**config.mk**
```make
export PLATFORM = sky130hd
export DESIGN_NAME = gf163_mult_loader_flat
export DESIGN_NICKNAME = d
export VERILOG_FILES = /design/src/rtl/gf163_pkg.sv /design/src/rtl/gf163_mult_loader_if.sv /design/src/rtl/gf163_word_buf.sv /design/src/rtl/gf163_mult_loader.sv /design/src/flat_wrapper.sv
export SDC_FILE = /design/constraint.sdc
export NUM_CORES = 1
export LEC_CHECK = 0
export CORE_AREA = 2 2 219 221
export CTS_BUF_LIST = sky130_fd_sc_hd__clkbuf_8
export DETAILED_ROUTE_END_ITERATION = 16
export DIE_AREA = 0 0 221 223
export GPL_TIMING_DRIVEN = 0
export MAX_ROUTING_LAYER = met4
export PLACE_DENSITY_LB_ADDON = 0.12
export SETUP_SLACK_MARGIN = 0.05
export SLEW_MARGIN = 0
export SYNTH_ARGS = -nofsm -noshare
export SYNTH_HDL_FRONTEND = slang
export SYNTH_SLANG_ARGS = --single-unit
```
**constraint.sdc**
```tcl
create_clock -name clk -period 36.2 [get_ports clk]
set_clock_uncertainty 0.2 [all_clocks]
set_input_delay 10.86 -clock clk [delete_from_list [all_inputs] [get_ports clk]]
set_output_delay 10.86 -clock clk [all_outputs]
set_load 0.005 [all_outputs]
```
**src/rtl/gf163_pkg.sv**
```systemverilog
// rtl/gf163_pkg.sv - shared constants and types for the GF(2^163) multiplier loader
// Purpose: field/word geometry, reduction constant, FSM state encoding, word index type.
// Ports: none (package).
package gf163_pkg;

    localparam int W  = 32;
    localparam int M  = 163;
    localparam int NW = 6;

    // Low byte of the reduction polynomial x^163 + x^7 + x^6 + x^3 + 1.
    localparam logic [7:0] POLY_LOW = 8'hC9;

    localparam int IDX_W = $clog2(NW);
    typedef logic [IDX_W-1:0] idx_t;

    typedef enum logic [1:0] {
        COLLECT = 2'd0,
        LAUNCH  = 2'd1,
        DRAIN   = 2'd2
    } state_t;

endpackage

```
**src/rtl/gf163_mult_loader_if.sv**
```systemverilog
// rtl/gf163_mult_loader_if.sv - host-side operand and result streams
// Purpose: bundles the word-wide operand input stream and result output stream.
// Ports (signals): in_valid/in_ready/in_data (operands to loader),
//                  out_valid/out_ready/out_data (result from loader).
// Modports: master = host side, slave = loader side.
interface gf163_mult_loader_if
    import gf163_pkg::*;
#(
    parameter int W = gf163_pkg::W
) ();

    logic         in_valid;
    logic         in_ready;
    logic [W-1:0] in_data;
    logic         out_valid;
    logic         out_ready;
    logic [W-1:0] out_data;

    modport master (
        output in_valid, in_data, out_ready,
        input  in_ready, out_valid, out_data
    );

    modport slave (
        input  in_valid, in_data, out_ready,
        output in_ready, out_valid, out_data
    );

endinterface

```
**src/rtl/gf163_word_buf.sv**
```systemverilog
// rtl/gf163_word_buf.sv - M-bit register with word-indexed write/read and full-width load
// Purpose: holds one field element; written a word at a time or loaded whole,
//          read a word at a time. Bits above M-1 never exist, so the top word
//          is masked on both write and read.
// Ports: clk, rst (async, active-high); wr_en/wr_idx/wr_data word write;
//        load_en/load_data full-width load (wins over word write);
//        rd_idx/rd_data word read; vec full contents.
module gf163_word_buf
    import gf163_pkg::*;
#(
    parameter int W  = gf163_pkg::W,
    parameter int M  = gf163_pkg::M,
    parameter int NW = gf163_pkg::NW
) (
    input  logic         clk,
    input  logic         rst,
    input  logic         wr_en,
    input  idx_t         wr_idx,
    input  logic [W-1:0] wr_data,
    input  logic         load_en,
    input  logic [M-1:0] load_data,
    input  idx_t         rd_idx,
    output logic [W-1:0] rd_data,
    output logic [M-1:0] vec
);

    localparam int PW = NW * W;

    // Zero-padded view: padding bits read as 0 and are dropped on write-back.
    logic [PW-1:0] pad;
    logic [PW-1:0] pad_wr;

    assign pad = PW'(vec);

    always_comb begin
        pad_wr                  = pad;
        pad_wr[wr_idx*W +: W]   = wr_data;
    end

    always_ff @(posedge clk or posedge rst) begin
        if (rst) begin
            vec <= '0;
        end else if (load_en) begin
            vec <= load_data;
        end else if (wr_en) begin
            vec <= pad_wr[M-1:0];
        end
    end

    assign rd_data = pad[rd_idx*W +: W];

endmodule

```
**src/rtl/gf163_mult_loader.sv**
```systemverilog
// rtl/gf163_mult_loader.sv - word-serial front/back end for the GF(2^163) multiplier
// Purpose: collects A then B (least-significant word first) from the host stream,
//          holds mul_start while the multiplier runs, captures mul_z on mul_done,
//          and streams the result back a word at a time. A LAUNCH that sees no
//          mul_done within TIMEOUT cycles sets the sticky err flag and returns
//          to COLLECT.
// Ports: clk, rst (async, active-high); host (operand/result streams);
//        mul_a, mul_b, mul_start, mul_z, mul_done (multiplier side);
//        busy (not in COLLECT), err (sticky timeout), err_clr (sync clear).
module gf163_mult_loader
    import gf163_pkg::*;
#(
    parameter int W       = gf163_pkg::W,
    parameter int M       = gf163_pkg::M,
    parameter int NW      = gf163_pkg::NW,
    parameter int TIMEOUT = 255
) (
    input  logic                 clk,
    input  logic                 rst,
    gf163_mult_loader_if.slave   host,
    output logic [M-1:0]         mul_a,
    output logic [M-1:0]         mul_b,
    output logic                 mul_start,
    input  logic [M-1:0]         mul_z,
    input  logic                 mul_done,
    output logic                 busy,
    output logic                 err,
    input  logic                 err_clr
);

    localparam int            TW       = $clog2(TIMEOUT + 1);
    localparam logic [3:0]    LAST_IN  = 4'(2 * NW - 1);
    localparam logic [3:0]    NW_CNT   = 4'(NW);
    localparam idx_t          LAST_OUT = idx_t'(NW - 1);
    localparam logic [TW-1:0] TMAX     = TW'(TIMEOUT);

    state_t        state;
    state_t        state_nx;
    logic [3:0]    in_cnt;
    idx_t          out_cnt;
    logic [TW-1:0] launch_cnt;

    logic in_hs;
    logic out_hs;
    logic done_hit;
    logic timeout_hit;
    logic a_wr;
    logic b_wr;
    idx_t wr_idx;

    // All handshake outputs come straight from the state register.
    assign host.in_ready  = (state == COLLECT);
    assign host.out_valid = (state == DRAIN);
    assign mul_start      = (state == LAUNCH);
    assign busy           = (state != COLLECT);

    assign in_hs       = host.in_valid && host.in_ready;
    assign out_hs      = host.out_valid && host.out_ready;
    assign done_hit    = (state == LAUNCH) && mul_done;
    // A done arriving on the final allowed cycle still counts as success.
    assign timeout_hit = (state == LAUNCH) && !mul_done && (launch_cnt == TMAX);

    // Words 0..NW-1 go to A, NW..2*NW-1 go to B.
    always_comb begin
        a_wr   = 1'b0;
        b_wr   = 1'b0;
        wr_idx = idx_t'(in_cnt);
        if (in_cnt < NW_CNT) begin
            a_wr   = in_hs;
        end else begin
            b_wr   = in_hs;
            wr_idx = idx_t'(in_cnt - NW_CNT);
        end
    end

    always_ff @(posedge clk or posedge rst) begin
        if (rst) begin
            state <= COLLECT;
        end else begin
            state <= state_nx;
        end
    end

    always_comb begin
        state_nx = state;
        case (state)
            COLLECT: begin
                if (in_hs && (in_cnt == LAST_IN)) begin
                    state_nx = LAUNCH;
                end
            end
            LAUNCH: begin
                if (done_hit) begin
                    state_nx = DRAIN;
                end else if (timeout_hit) begin
                    state_nx = COLLECT;
                end
            end
            DRAIN: begin
                if (out_hs && (out_cnt == LAST_OUT)) begin
                    state_nx = COLLECT;
                end
            end
            default: state_nx = COLLECT;
        endcase
    end

    always_ff @(posedge clk or posedge rst) begin
        if (rst) begin
            in_cnt     <= '0;
            out_cnt    <= '0;
            launch_cnt <= '0;
        end else begin
            if (in_hs) begin
                in_cnt <= (in_cnt == LAST_IN) ? 4'd0 : in_cnt + 4'd1;
            end
            if (out_hs) begin
                out_cnt <= (out_cnt == LAST_OUT) ? idx_t'(0) : out_cnt + idx_t'(1);
            end
            // Counts cycles spent in LAUNCH; zero on entry.
            if ((state == LAUNCH) && (state_nx == LAUNCH)) begin
                launch_cnt <= launch_cnt + TW'(1);
            end else begin
                launch_cnt <= '0;
            end
        end
    end

    always_ff @(posedge clk or posedge rst) begin
        if (rst) begin
            err <= 1'b0;
        end else if (timeout_hit) begin
            err <= 1'b1;
        end else if (err_clr) begin
            err <= 1'b0;
        end
    end

    gf163_word_buf #(.W(W), .M(M), .NW(NW)) u_buf_a (
        .clk       (clk),
        .rst       (rst),
        .wr_en     (a_wr),
        .wr_idx    (wr_idx),
        .wr_data   (host.in_data),
        .load_en   (1'b0),
        .load_data ('0),
        .rd_idx    (idx_t'(0)),
        .rd_data   (),
        .vec       (mul_a)
    );

    gf163_word_buf #(.W(W), .M(M), .NW(NW)) u_buf_b (
        .clk       (clk),
        .rst       (rst),
        .wr_en     (b_wr),
        .wr_idx    (wr_idx),
        .wr_data   (host.in_data),
        .load_en   (1'b0),
        .load_data ('0),
        .rd_idx    (idx_t'(0)),
        .rd_data   (),
        .vec       (mul_b)
    );

    gf163_word_buf #(.W(W), .M(M), .NW(NW)) u_buf_z (
        .clk       (clk),
        .rst       (rst),
        .wr_en     (1'b0),
        .wr_idx    (idx_t'(0)),
        .wr_data   ('0),
        .load_en   (done_hit),
        .load_data (mul_z),
        .rd_idx    (out_cnt),
        .rd_data   (host.out_data),
        .vec       ()
    );

endmodule

```
**src/flat_wrapper.sv**
```systemverilog
// flat-port wrapper written by rule: the top's interface ports become plain ports
module gf163_mult_loader_flat import gf163_pkg::*;
#(
    parameter int W       = gf163_pkg::W,
    parameter int M       = gf163_pkg::M,
    parameter int NW      = gf163_pkg::NW,
    parameter int TIMEOUT = 255
)
  (clk, rst, mul_a, mul_b, mul_start, mul_z, mul_done, busy, err, err_clr, host_in_valid, host_in_data, host_out_ready, host_in_ready, host_out_valid, host_out_data);
  gf163_mult_loader_if #(.W(W)) host_i ();
  input  logic clk;
  input  logic rst;
  output logic [M-1:0] mul_a;
  output logic [M-1:0] mul_b;
  output logic mul_start;
  input  logic [M-1:0] mul_z;
  input  logic mul_done;
  output logic busy;
  output logic err;
  input  logic err_clr;
  input wire logic [$bits(host_i.in_valid)-1:0] host_in_valid;
  input wire logic [$bits(host_i.in_data)-1:0] host_in_data;
  input wire logic [$bits(host_i.out_ready)-1:0] host_out_ready;
  output wire logic [$bits(host_i.in_ready)-1:0] host_in_ready;
  output wire logic [$bits(host_i.out_valid)-1:0] host_out_valid;
  output wire logic [$bits(host_i.out_data)-1:0] host_out_data;
  assign host_i.in_valid = host_in_valid;
  assign host_i.in_data = host_in_data;
  assign host_i.out_ready = host_out_ready;
  assign host_in_ready = host_i.in_ready;
  assign host_out_valid = host_i.out_valid;
  assign host_out_data = host_i.out_data;
  gf163_mult_loader #(.W(W), .M(M), .NW(NW), .TIMEOUT(TIMEOUT)) u_core (.clk(clk), .rst(rst), .host(host_i), .mul_a(mul_a), .mul_b(mul_b), .mul_start(mul_start), .mul_z(mul_z), .mul_done(mul_done), .busy(busy), .err(err), .err_clr(err_clr));
endmodule
```
==> results.toml <==
[global_routing]
grt_pass1_vias = 16250
grt.overflow.total = 0
grt_pass1_wl_mm = 100.6
gr-usage-all-layers = 0.2780
antenna_found_initial = 11
grt_max_degree = 127

[status]
status = "finished clean"

[floorplan]
initial_core_util = 0.4465
dieArea_mm2 = 0.04928
core-area_mm2 = 0.04715
num_rows = 80
die_y_um = 223
pin_count = 564
die_w_um = 221

[critical_path]
arrival_ns = 3.48
cp.buffers_inverters = 4
r2r-start = "u_core.in_cnt[0]"
reg2regPathDepth = 9
cp_max_fo = 10
cp_cell_sequence = "clkbuf_1 -> clkbuf_1 -> clkbuf_1 -> mux2i_1 -> o22ai_1 -> clkdlybuf4s50_1"
crit_type = "reg -> out"
critical-path-top-delay-family = "buffers and inverters"
worst_path_max_delay_cell = "clkbuf_1"
cp_common_cell = "clkbuf_1"
max_stage_delay_ns = 0.60
start_kind = "register"
reg2reg_to = "u_core.u_buf_b.vec[138]"
regToRegSetupSlack_ns = 32.57
critPathCaptureType = "output port"
required_ns = 25.14

[detailed_routing]
met3WireLength_mm = 5.062
drtAntennaViolNets = 0
wire_per_inst_um = 22.66
route.detailed.drc = 0
via_per_inst = 5.210
finalWirelength_mm = 66.84
vias = 15370
dr.pass1.iters = 5
drt_iter0_drc = 1056
top_layer = "met4"
wl_met1_mm = 27.73
dr_wl_met2_mm = 31.65

[logic_synthesis]
yosysSeqAreaShare = 0.6026
synth_cells = 1599
ys.flop_type = "dfrtp_1"
synth_edf_count = 0
synth_area_leaders = "dfrtp_1 (60%), mux2_2 (21%), nand2_1 (2.5%)"
synth_area_leader_cell = "dfrtp_1"
syn_avg_cell_area_um2 = 13.17
synth_fp_nets = 1805
synth-async-reset-ratio = 1.000
ys_types = 40
synth_area_mm2 = 0.02105
yosysTopAreaCellShare = 0.6026
yosys_warnings = 0
ys_ff_latch = 507

[final_layout]
fin_nets = 2462
postLayoutCoreUtil = 0.6222
n_fill_cell = 3788
seq_area_mm2 = 0.01269
syn_to_final_growth_pct = 39.33
drive_gt1_frac = 0.2488
multi_input_area_mm2 = 0.007804

[sta]
relSlewSlack = 0.2625
worst_pin_slew_ns = 1.098
fin_crit_sh = 0.4016
hold_violations = 0
fmax_mhz = 68.79
fin_crit_ns = 14.54
setup_tns_ns = 0
slew_viol_final = 0
finalSetupViolations = 0
rsz0062_at_grt = "no"

[placement]
gp_congestion = 0.8539
hpwl_mm = 49.52
port_buffers = 563

[clock_tree]
post-cts-setup-buffer-count = 0
clk-insertion-delay-late_ns = 0.68
htree_levels = 3
numCtsBuffers = 88
cts_resized = 0
cts_sinks = 507
holdBufCountCts = 0
cts_root_buf = "clkbuf_8"
cts_buffer_depth = 3
clkTransAtPathRegs_ns = 0.06
cts_tree = "built"

[power]
ir_drop_v = 0.00004130
pwr_density_cell_mw_per_mm2 = 80.38
p_leak_nw = 13.47

[min_path]
hold_start = "u_core.launch_cnt[0]"
whs_endpoint = "u_core.launch_cnt[0]"
min_path_cells = 1
holdCritPathClass = "reg -> reg"

[job]
cap_violations = 0
## per-stage QoR
| stage | cells | instance area (um^2) | power (W) | hold slack [ns] | setup WS, ns |
|---|---|---|---|---|---|
| after floorplan | 1599 | 21050 | 0.001325 | 0.2245 | 10.98 |
| after global placement | 2777 | 27460 | 0.001829 | 0.2373 | 5.135 |
| after detailed placement | 2781 | 27580 | 0.001855 | 0.2504 | 22.15 |
| after CTS | 2938 | 29300 | 0.002376 | 0.2582 | 21.62 |
| after global routing | 2949 | 29330 | 0.002491 | 0.2886 | 21.51 |
| final | 2950 | 29330 | 0.002358 | 0.2517 | 21.66 |
## synth_stat cells (4+ instances only)
| cell | count |
|---|---|
| nor2_1 | 10 |
| nor3_1 | 34 |
| buf_2 | 17 |
| dfrtp_1 | 507 |
| o21ai_0 | 72 |
| mux2_2 | 395 |
| nand2_1 | 143 |
| clkbuf_1 | 69 |
| nand3_1 | 4 |
| a21oi_1 | 90 |
| mux2i_1 | 5 |
| o22ai_1 | 5 |
| and2_1 | 34 |
| nor2b_1 | 5 |
| mux2_4 | 30 |
| inv_1 | 38 |
| ha_1 | 5 |
| buf_1 | 11 |
| nand2b_1 | 65 |
| o22a_1 | 29 |
## cells in the final DEF (no fill, tap or decap), types with 3 or more instances in the layout
master,synthesis,final
nand3_1,4,4
inv_1,38,72
nand2b_1,65,65
o22a_1,29,29
dfrtp_1,507,507
clkinv_2,0,7
nor3_1,34,34
mux2_4,30,30
clkdlybuf4s50_1,0,563
o21ai_0,72,72
nor2_1,10,10
inv_8,0,3
clkbuf_8,0,107
mux2_2,395,395
o22ai_1,5,5
a21oi_1,90,90
buf_16,0,4
nor2b_1,5,5
clkbuf_1,69,69
nand2_1,143,143
buf_2,17,17
xnor2_1,3,3
buf_6,3,3
diode_2,0,12
mux2i_1,5,5
ha_1,5,5
mux4_2,3,3
buf_1,11,11
nand4_1,3,3
and2_1,34,34
## cell type report
| cell class | instances | area share |
|---|---|---|
| diodes | 12 | 0.001024 |
| plain buffers | 100 | 0.01429 |
| clock buffers | 107 | 0.05021 |
| clock inverters | 50 | 0.008659 |
| inverters | 38 | 0.005119 |
| multi-input cells | 954 | 0.2660 |
| flip-flops and latches | 507 | 0.4325 |
| well taps | 615 | 0.02623 |
| repair buffers | 567 | 0.1959 |
## worst max-delay path by stage
stage | startpoint | to | slack (ns) | cells after the start
global placement | rst | u_core.u_buf_a.vec[141] | 5.13 | 2
finish | u_core.out_cnt[0] | host_out_data[1] | 21.66 | 6
CTS | u_core.out_cnt[0] | host_out_data[1] | 21.62 | 6
global route | u_core.out_cnt[0] | host_out_data[1] | 21.51 | 6
floorplan | rst | u_core.err | 10.98 | 1
detailed placement | host_in_valid | u_core.u_buf_b.vec[139] | 22.15 | 6
## registers in the layout, indices dropped and copies added (netlist names)
signal,cells
u_core.in_cnt,4
u_core.launch_cnt,8
u_core.u_buf_b.vec,163
u_core.u_buf_z.vec,163
u_core.out_cnt,3
u_core.u_buf_a.vec,163
u_core.err,1
u_core.state,2
## logic make-up (layout without fill, tap and decap cells)
kind of cell | after synthesis | after routing | share of synthesized area
flops | 507 | 507 | 0.6026
mux | 434 | 434 | 0.2388
buf+inv | 138 | 862 | 0.02668
xor+xnor | 5 | 5 | 0.002080
other cells | 0 | 12 | 0
simple gates | 310 | 310 | 0.07322
fa+ha+maj | 5 | 5 | 0.002972
compound gates | 200 | 200 | 0.05361
## power by group
part	switching [W]	internal (W)
combinational	0.000410	0.000550
sequential	0.000114	0.000775
clock	0.000241	0.000269
total	0.000764	0.00159
## per-layer routing
metal | GRT usage | vias to the layer above
met5 | - | -
met4 | 0.1080 | 0
met3 | 0.09021 | 119
met2 | 0.4237 | 500
met1 | 0.3454 | 7867
li1 | - | 6884
## worst register-to-register path: stages (launching register included)
cell and delay, ns:
dfrtp_1 0.35, clkbuf_1 0.34, inv_1 0.13, ha_1 0.22, ha_1 0.32, nor2b_1 0.21, nand2_1 0.07, nor3_1 0.83
buf_2 0.45, mux2_2 0.38
No activity file was read; power rests on OpenSTA's default activity.
